==> src/rtl/lcd_cmd_sched.sv <==
// lcd_cmd_sched: queues host LCD command codes and issues them one at a time to a busy/done LCD controller.
// Define LCD_CMD_SCHED_TIMEOUT_EN to add a wait-state watchdog and the err_timeout output.
module lcd_cmd_sched #(
    parameter int DEPTH = 8
) (
    input  logic       clk,
    input  logic       reset,
    input  logic [3:0] host_cmd,
    input  logic       host_push,
    output logic       host_full,
    input  logic       busy,
    input  logic       done,
    output logic [3:0] cmd,
    output logic       cmd_valid,
    output logic [4:0] q_count,
    output logic [7:0] cmds_done,
    output logic       err_illegal,
    output logic       err_overflow,
`ifdef LCD_CMD_SCHED_TIMEOUT_EN
    output logic       err_timeout,
`endif
    output logic [1:0] fsm_state
);

    localparam int AW = (DEPTH > 1) ? $clog2(DEPTH) : 1;

    typedef enum logic [1:0] {
        IDLE      = 2'd0,
        ISSUE     = 2'd1,
        WAIT_BUSY = 2'd2,
        WAIT_DONE = 2'd3
    } state_t;

    state_t        state;
    state_t        state_next;
    logic [3:0]    mem [DEPTH];
    logic [AW-1:0] wr_ptr;
    logic [AW-1:0] rd_ptr;
    logic [4:0]    count;
    logic          legal;
    logic          push_ok;
    logic          pop;
    logic          finish;
    logic          timeout_hit;
    logic          unused_done;

    // done carries no extra meaning: completion is the falling busy in WAIT_DONE.
    assign unused_done = done;

    // Full is taken from the registered count, so a same-cycle pop never rescues a push.
    assign host_full = (count == 5'(DEPTH));
    assign q_count   = count;
    assign legal     = (host_cmd <= 4'hB);
    assign push_ok   = host_push && !host_full && legal;
    assign pop       = (state == IDLE) && (count != 5'd0) && !busy;
    assign finish    = (state == WAIT_DONE) && !busy;

    always_ff @(posedge clk) begin
        if (push_ok) begin
            mem[wr_ptr] <= host_cmd;
        end
    end

    always_ff @(posedge clk or negedge reset) begin
        if (!reset) begin
            wr_ptr       <= '0;
            rd_ptr       <= '0;
            count        <= '0;
            cmd          <= '0;
            cmds_done    <= '0;
            err_illegal  <= 1'b0;
            err_overflow <= 1'b0;
        end else begin
            if (push_ok) begin
                wr_ptr <= wr_ptr + AW'(1);
            end
            if (pop) begin
                rd_ptr <= rd_ptr + AW'(1);
                cmd    <= mem[rd_ptr];
            end
            case ({push_ok, pop})
                2'b10:   count <= count + 5'd1;
                2'b01:   count <= count - 5'd1;
                default: count <= count;
            endcase
            if (finish) begin
                cmds_done <= cmds_done + 8'd1;
            end
            if (host_push && !legal) begin
                err_illegal <= 1'b1;
            end
            if (host_push && host_full) begin
                err_overflow <= 1'b1;
            end
        end
    end

`ifdef LCD_CMD_SCHED_TIMEOUT_EN
    logic [7:0] wd;
    logic       in_wait;

    assign in_wait     = (state == WAIT_BUSY) || (state == WAIT_DONE);
    // wd is 0 on the first wait cycle, so 254 marks the 255th cycle spent waiting.
    assign timeout_hit = (wd >= 8'd254) &&
                         (((state == WAIT_BUSY) && !busy) || ((state == WAIT_DONE) && busy));

    always_ff @(posedge clk or negedge reset) begin
        if (!reset) begin
            wd          <= '0;
            err_timeout <= 1'b0;
        end else begin
            if (!in_wait) begin
                wd <= 8'd0;
            end else if (wd != 8'hFF) begin
                wd <= wd + 8'd1;
            end
            if (timeout_hit) begin
                err_timeout <= 1'b1;
            end
        end
    end
`else
    assign timeout_hit = 1'b0;
`endif

    always_ff @(posedge clk or negedge reset) begin
        if (!reset) begin
            state <= IDLE;
        end else begin
            state <= state_next;
        end
    end

    always_comb begin
        state_next = state;
        case (state)
            IDLE:      if (pop) state_next = ISSUE;
            ISSUE:     state_next = WAIT_BUSY;
            WAIT_BUSY: begin
                if (busy) begin
                    state_next = WAIT_DONE;
                end else if (timeout_hit) begin
                    state_next = IDLE;
                end
            end
            WAIT_DONE: begin
                if (!busy || timeout_hit) begin
                    state_next = IDLE;
                end
            end
            default:   state_next = IDLE;
        endcase
    end

    always_comb begin
        cmd_valid = (state == ISSUE);
        fsm_state = state;
    end

endmodule
==> config.mk <==
export PLATFORM = sky130hd
export DESIGN_NAME = lcd_cmd_sched
export DESIGN_NICKNAME = d
export VERILOG_FILES = /design/src/rtl/lcd_cmd_sched.sv
export SDC_FILE = /design/constraint.sdc
export NUM_CORES = 1
export LEC_CHECK = 0
export BUFFER_PORTS_ARGS = -buffer_cell sky130_fd_sc_hd__buf_2
export CAP_MARGIN = 15
export CORE_ASPECT_RATIO = 1.5
export CORE_UTILIZATION = 39
export DETAILED_ROUTE_END_ITERATION = 10
export PLACE_DENSITY = 0.55
export SLEW_MARGIN = 15
export SYNTH_ARGS = -nofsm -noshare
export SYNTH_HDL_FRONTEND = slang
export SYNTH_SLANG_ARGS = --single-unit
==> constraint.sdc <==
create_clock -name clk -period 3.7 [get_ports clk]
set_clock_uncertainty 0.15 [all_clocks]
set_input_delay 0.555 -clock clk [delete_from_list [all_inputs] [get_ports clk]]
set_output_delay 0.555 -clock clk [all_outputs]
set_load 0.1 [all_outputs]
==> impl_results.md <==
- Worst R2R Path Depth: 10
- Area contributors post-synth: edfxtp_1, dfrtp_1, mux4_2, ha_1, xnor2_1
- Synth top area share: 35.7%
- Hold crit path type: input port to asynchronous set/reset pin
- # diodes: 0
- Layout cell share with drive strength beyond 1: 27.9%
- Die width: 69.9 µm
- Cell variety after synth: 41
- CTS sink cnt: 59
- Synth Area in Compound Gates: 5.06%
- Post-CTS sizing: 0
- Final #Nets: 242
- Largest net degree at the start of global routing: 28
- GRT Util Overall: 14.2%
- Area grow syn2layout: 14.1%
- Drt total wl: 4660 µm
- Crit path from: q_count[1]$_DFFE_PN0P_
- Final setup viols: 0
- Max-slew violation count: 0
- TritonCTS Buffers: 9
- Min cycle time layout: 3040 ps
- #FFs+latches synth: 59
- Row count: 36
- Critical Path AT: 3150 ps
- Post-synthesis mux area share: 10.6%
- Detailed Route Iter0 Violations: 53
- FF-to-FF Start: q_count[1]$_DFFE_PN0P_
- Die Height: 104 µm
- Crit path to: q_count[4]$_DFFE_PN0P_
- Post-synth top area cell: edfxtp_1
- Post-Synth Adder-Cell Area: 5.57%
- DRC viols: 0
- DR vias: 1,543
- Largest family of logic cells by synthesized area: multiplexers
- Fin crit share: 82.2%
- Worst Max-Slew Pin Slew: 673 ps
- Critical path required time: 3810 ps
- Routed Antenna Nets: 0
- Reg-to-reg setup timing slack: 660 ps
- Post-Syn Area: 0.00269 mm²
- HPWL Detailed: 3250 µm
- First-pass GRT wire length: 7700 µm
- Top Layer Used: met4
- Synth Warn #: 0
- Post-CTS Hold Buffers: 0
- Critical path class: flip-flop to flip-flop
- WL/cell: 15.4 µm
- Core area: 0.00658 mm²
- Drt pass-1 iters: 4
- Post-Syn Instances: 186
- Clock buffer depth: 2
- Vias in the first global route: 1,587
- RSZ-0062 raised after global routing: false
- Sequential fraction of the synthesis area: 60.8%
- Critical path endpoint category: flip-flop
- Syn avg cell area: 14.5 µm²
- RePlAce Congestion: 0.731
- Setup TNS: 0 ps
- Max cap viols: 0
- DIE AREA: 0.00725 mm²
- Slew headroom: 54.8%
- Critical path fanouts, max: 10
- CTS tree: built
- Fin. Hold Viols: 0
- XOR/XNOR Fraction of Synth Area: 5.20%
- Worst flop-to-flop path endpoint: q_count[4]$_DFFE_PN0P_
- Ports: 32
- Clk_lat worst skew: 330 ps
- Achievable frequency: 0.329 GHz
- Startpoint Class: flip-flop
- Setup bufs post-CTS: 0
- H-tree depth: 3
- M1 wire length: 1990 µm
- Worst-path clk slew: 70 ps
- Post-synthesis simple-gate area fraction: 9.94%
- GR Overflow Total: 0
- Initial antenna violation count: 0
- Routed wl met2: 2370 µm
- Met3 WL: 172 µm
- Synth Net Count: 207
- I/O Buffers: 30
- Outcome: complete, no violations
- Starting density of the core: 41.0%
- CTS root buffer: clkbuf_8
- Via/cell ratio: 5.11
-- flip-flops by register name, indices dropped and copies added (netlist names) --
name / flops
fsm_state: 2
q_count: 5
err_overflow: 1
cmd: 4
err_illegal: 1
mem: 32
rd_ptr: 3
wr_ptr: 3
cmds_done: 8
-- cells by family after synthesis --
kind of cell	after synthesis
buf+inv	15
fa+ha+maj	12
mux	18
xor+xnor	16
flops	59
simple gates	49
compound gates	17
-- worst max-delay path, cell delays in order (launching register included) --
cell	delay (ps)
dfrtp_1	490
nor4_4	420
a221oi_4	150
inv_2	150
ha_1	380
xor2_1	190
ha_1	230
nor2_1	60
or4b_4	480
o211ai_2	100
xor2_1	160
-- stage by stage --
stage / hold slack [ps] / util, % / cell area, µm² / instances / worst slack, ps
floorplan: 109 / - / 2690 / 186 / 206
global placement: 289 / 44.1 / 2900 / 286 / 583
detailed placement: 293 / 44.1 / 2900 / 286 / 582
CTS: 111 / 46.7 / 3070 / 302 / 622
global route: 146 / 46.7 / 3070 / 302 / 424
finish: 92.1 / 46.7 / 3070 / 302 / 658
-- how the worst min path moves through the flow --
stage,endpoint
global route,cmds_done[5]$_DFFE_PN0P_
CTS,cmd[1]$_DFFE_PN0P_
floorplan,cmd[0]$_DFFE_PN0P_
finish,cmd[1]$_DFFE_PN0P_
global placement,err_overflow$_DFFE_PN0P_
detailed placement,err_overflow$_DFFE_PN0P_
-- synthesized netlist by cell type --
library cell and instances:
nand2_1 15, nor2b_1 2, and2_1 1, a21oi_1 2
and4b_1 1, mux2i_1 6, edfxtp_1 32, buf_4 1
and4_1 2, nor3_1 4, inv_1 5, inv_2 2
buf_6 2, xnor2_1 8, a211o_1 1, nor4_4 1
clkbuf_1 2, or4b_4 1, buf_1 1, a31oi_1 1
dfrtp_1 27, mux2_1 2, a21o_1 2, a21oi_2 1
a311oi_1 1, nand3_1 5, o21ai_1 5, o31ai_1 1
mux4_2 8, o21bai_1 1, ha_1 12, a221oi_4 1
nor3b_1 1, nor2_1 10, o211ai_2 1, and3b_1 1
mux2_2 2, xor2_1 8, nand2b_1 4, nor4_1 1
buf_2 2
-- area by class of cell --
| type | instances | area, µm² |
|---|---|---|
| multi-input cells | 112 | 980 |
| inverters | 7 | 26.3 |
| flip-flops and latches | 59 | 1640 |
| fillers | 605 | 3500 |
| repair buffers | 32 | 165 |
| clock buffers | 11 | 131 |
| well taps | 76 | 95.1 |
| clock inverters | 5 | 40.0 |
-- metal layers --
metal  vias to the layer above  GRT usage (%)
li1                        748              -
met1                       745           16.6
met2                        39           22.9
met3                        11           3.40
met4                         0           9.43
met5                         -              0
-- cells in the final DEF, fill, tap and decap left out, types with 6 or more instances in the layout --
cell type and n:
edfxtp_1 32, xor2_1 8, nor2_1 10, mux4_2 8, mux2i_1 6, nand2_1 15
clkbuf_8 9, xnor2_1 8, buf_2 30, dfrtp_1 27, ha_1 12
Power is left out: the tool's default activity adds up to more than one toggle a clock period on the data nets, which glitch-free logic cannot reach.
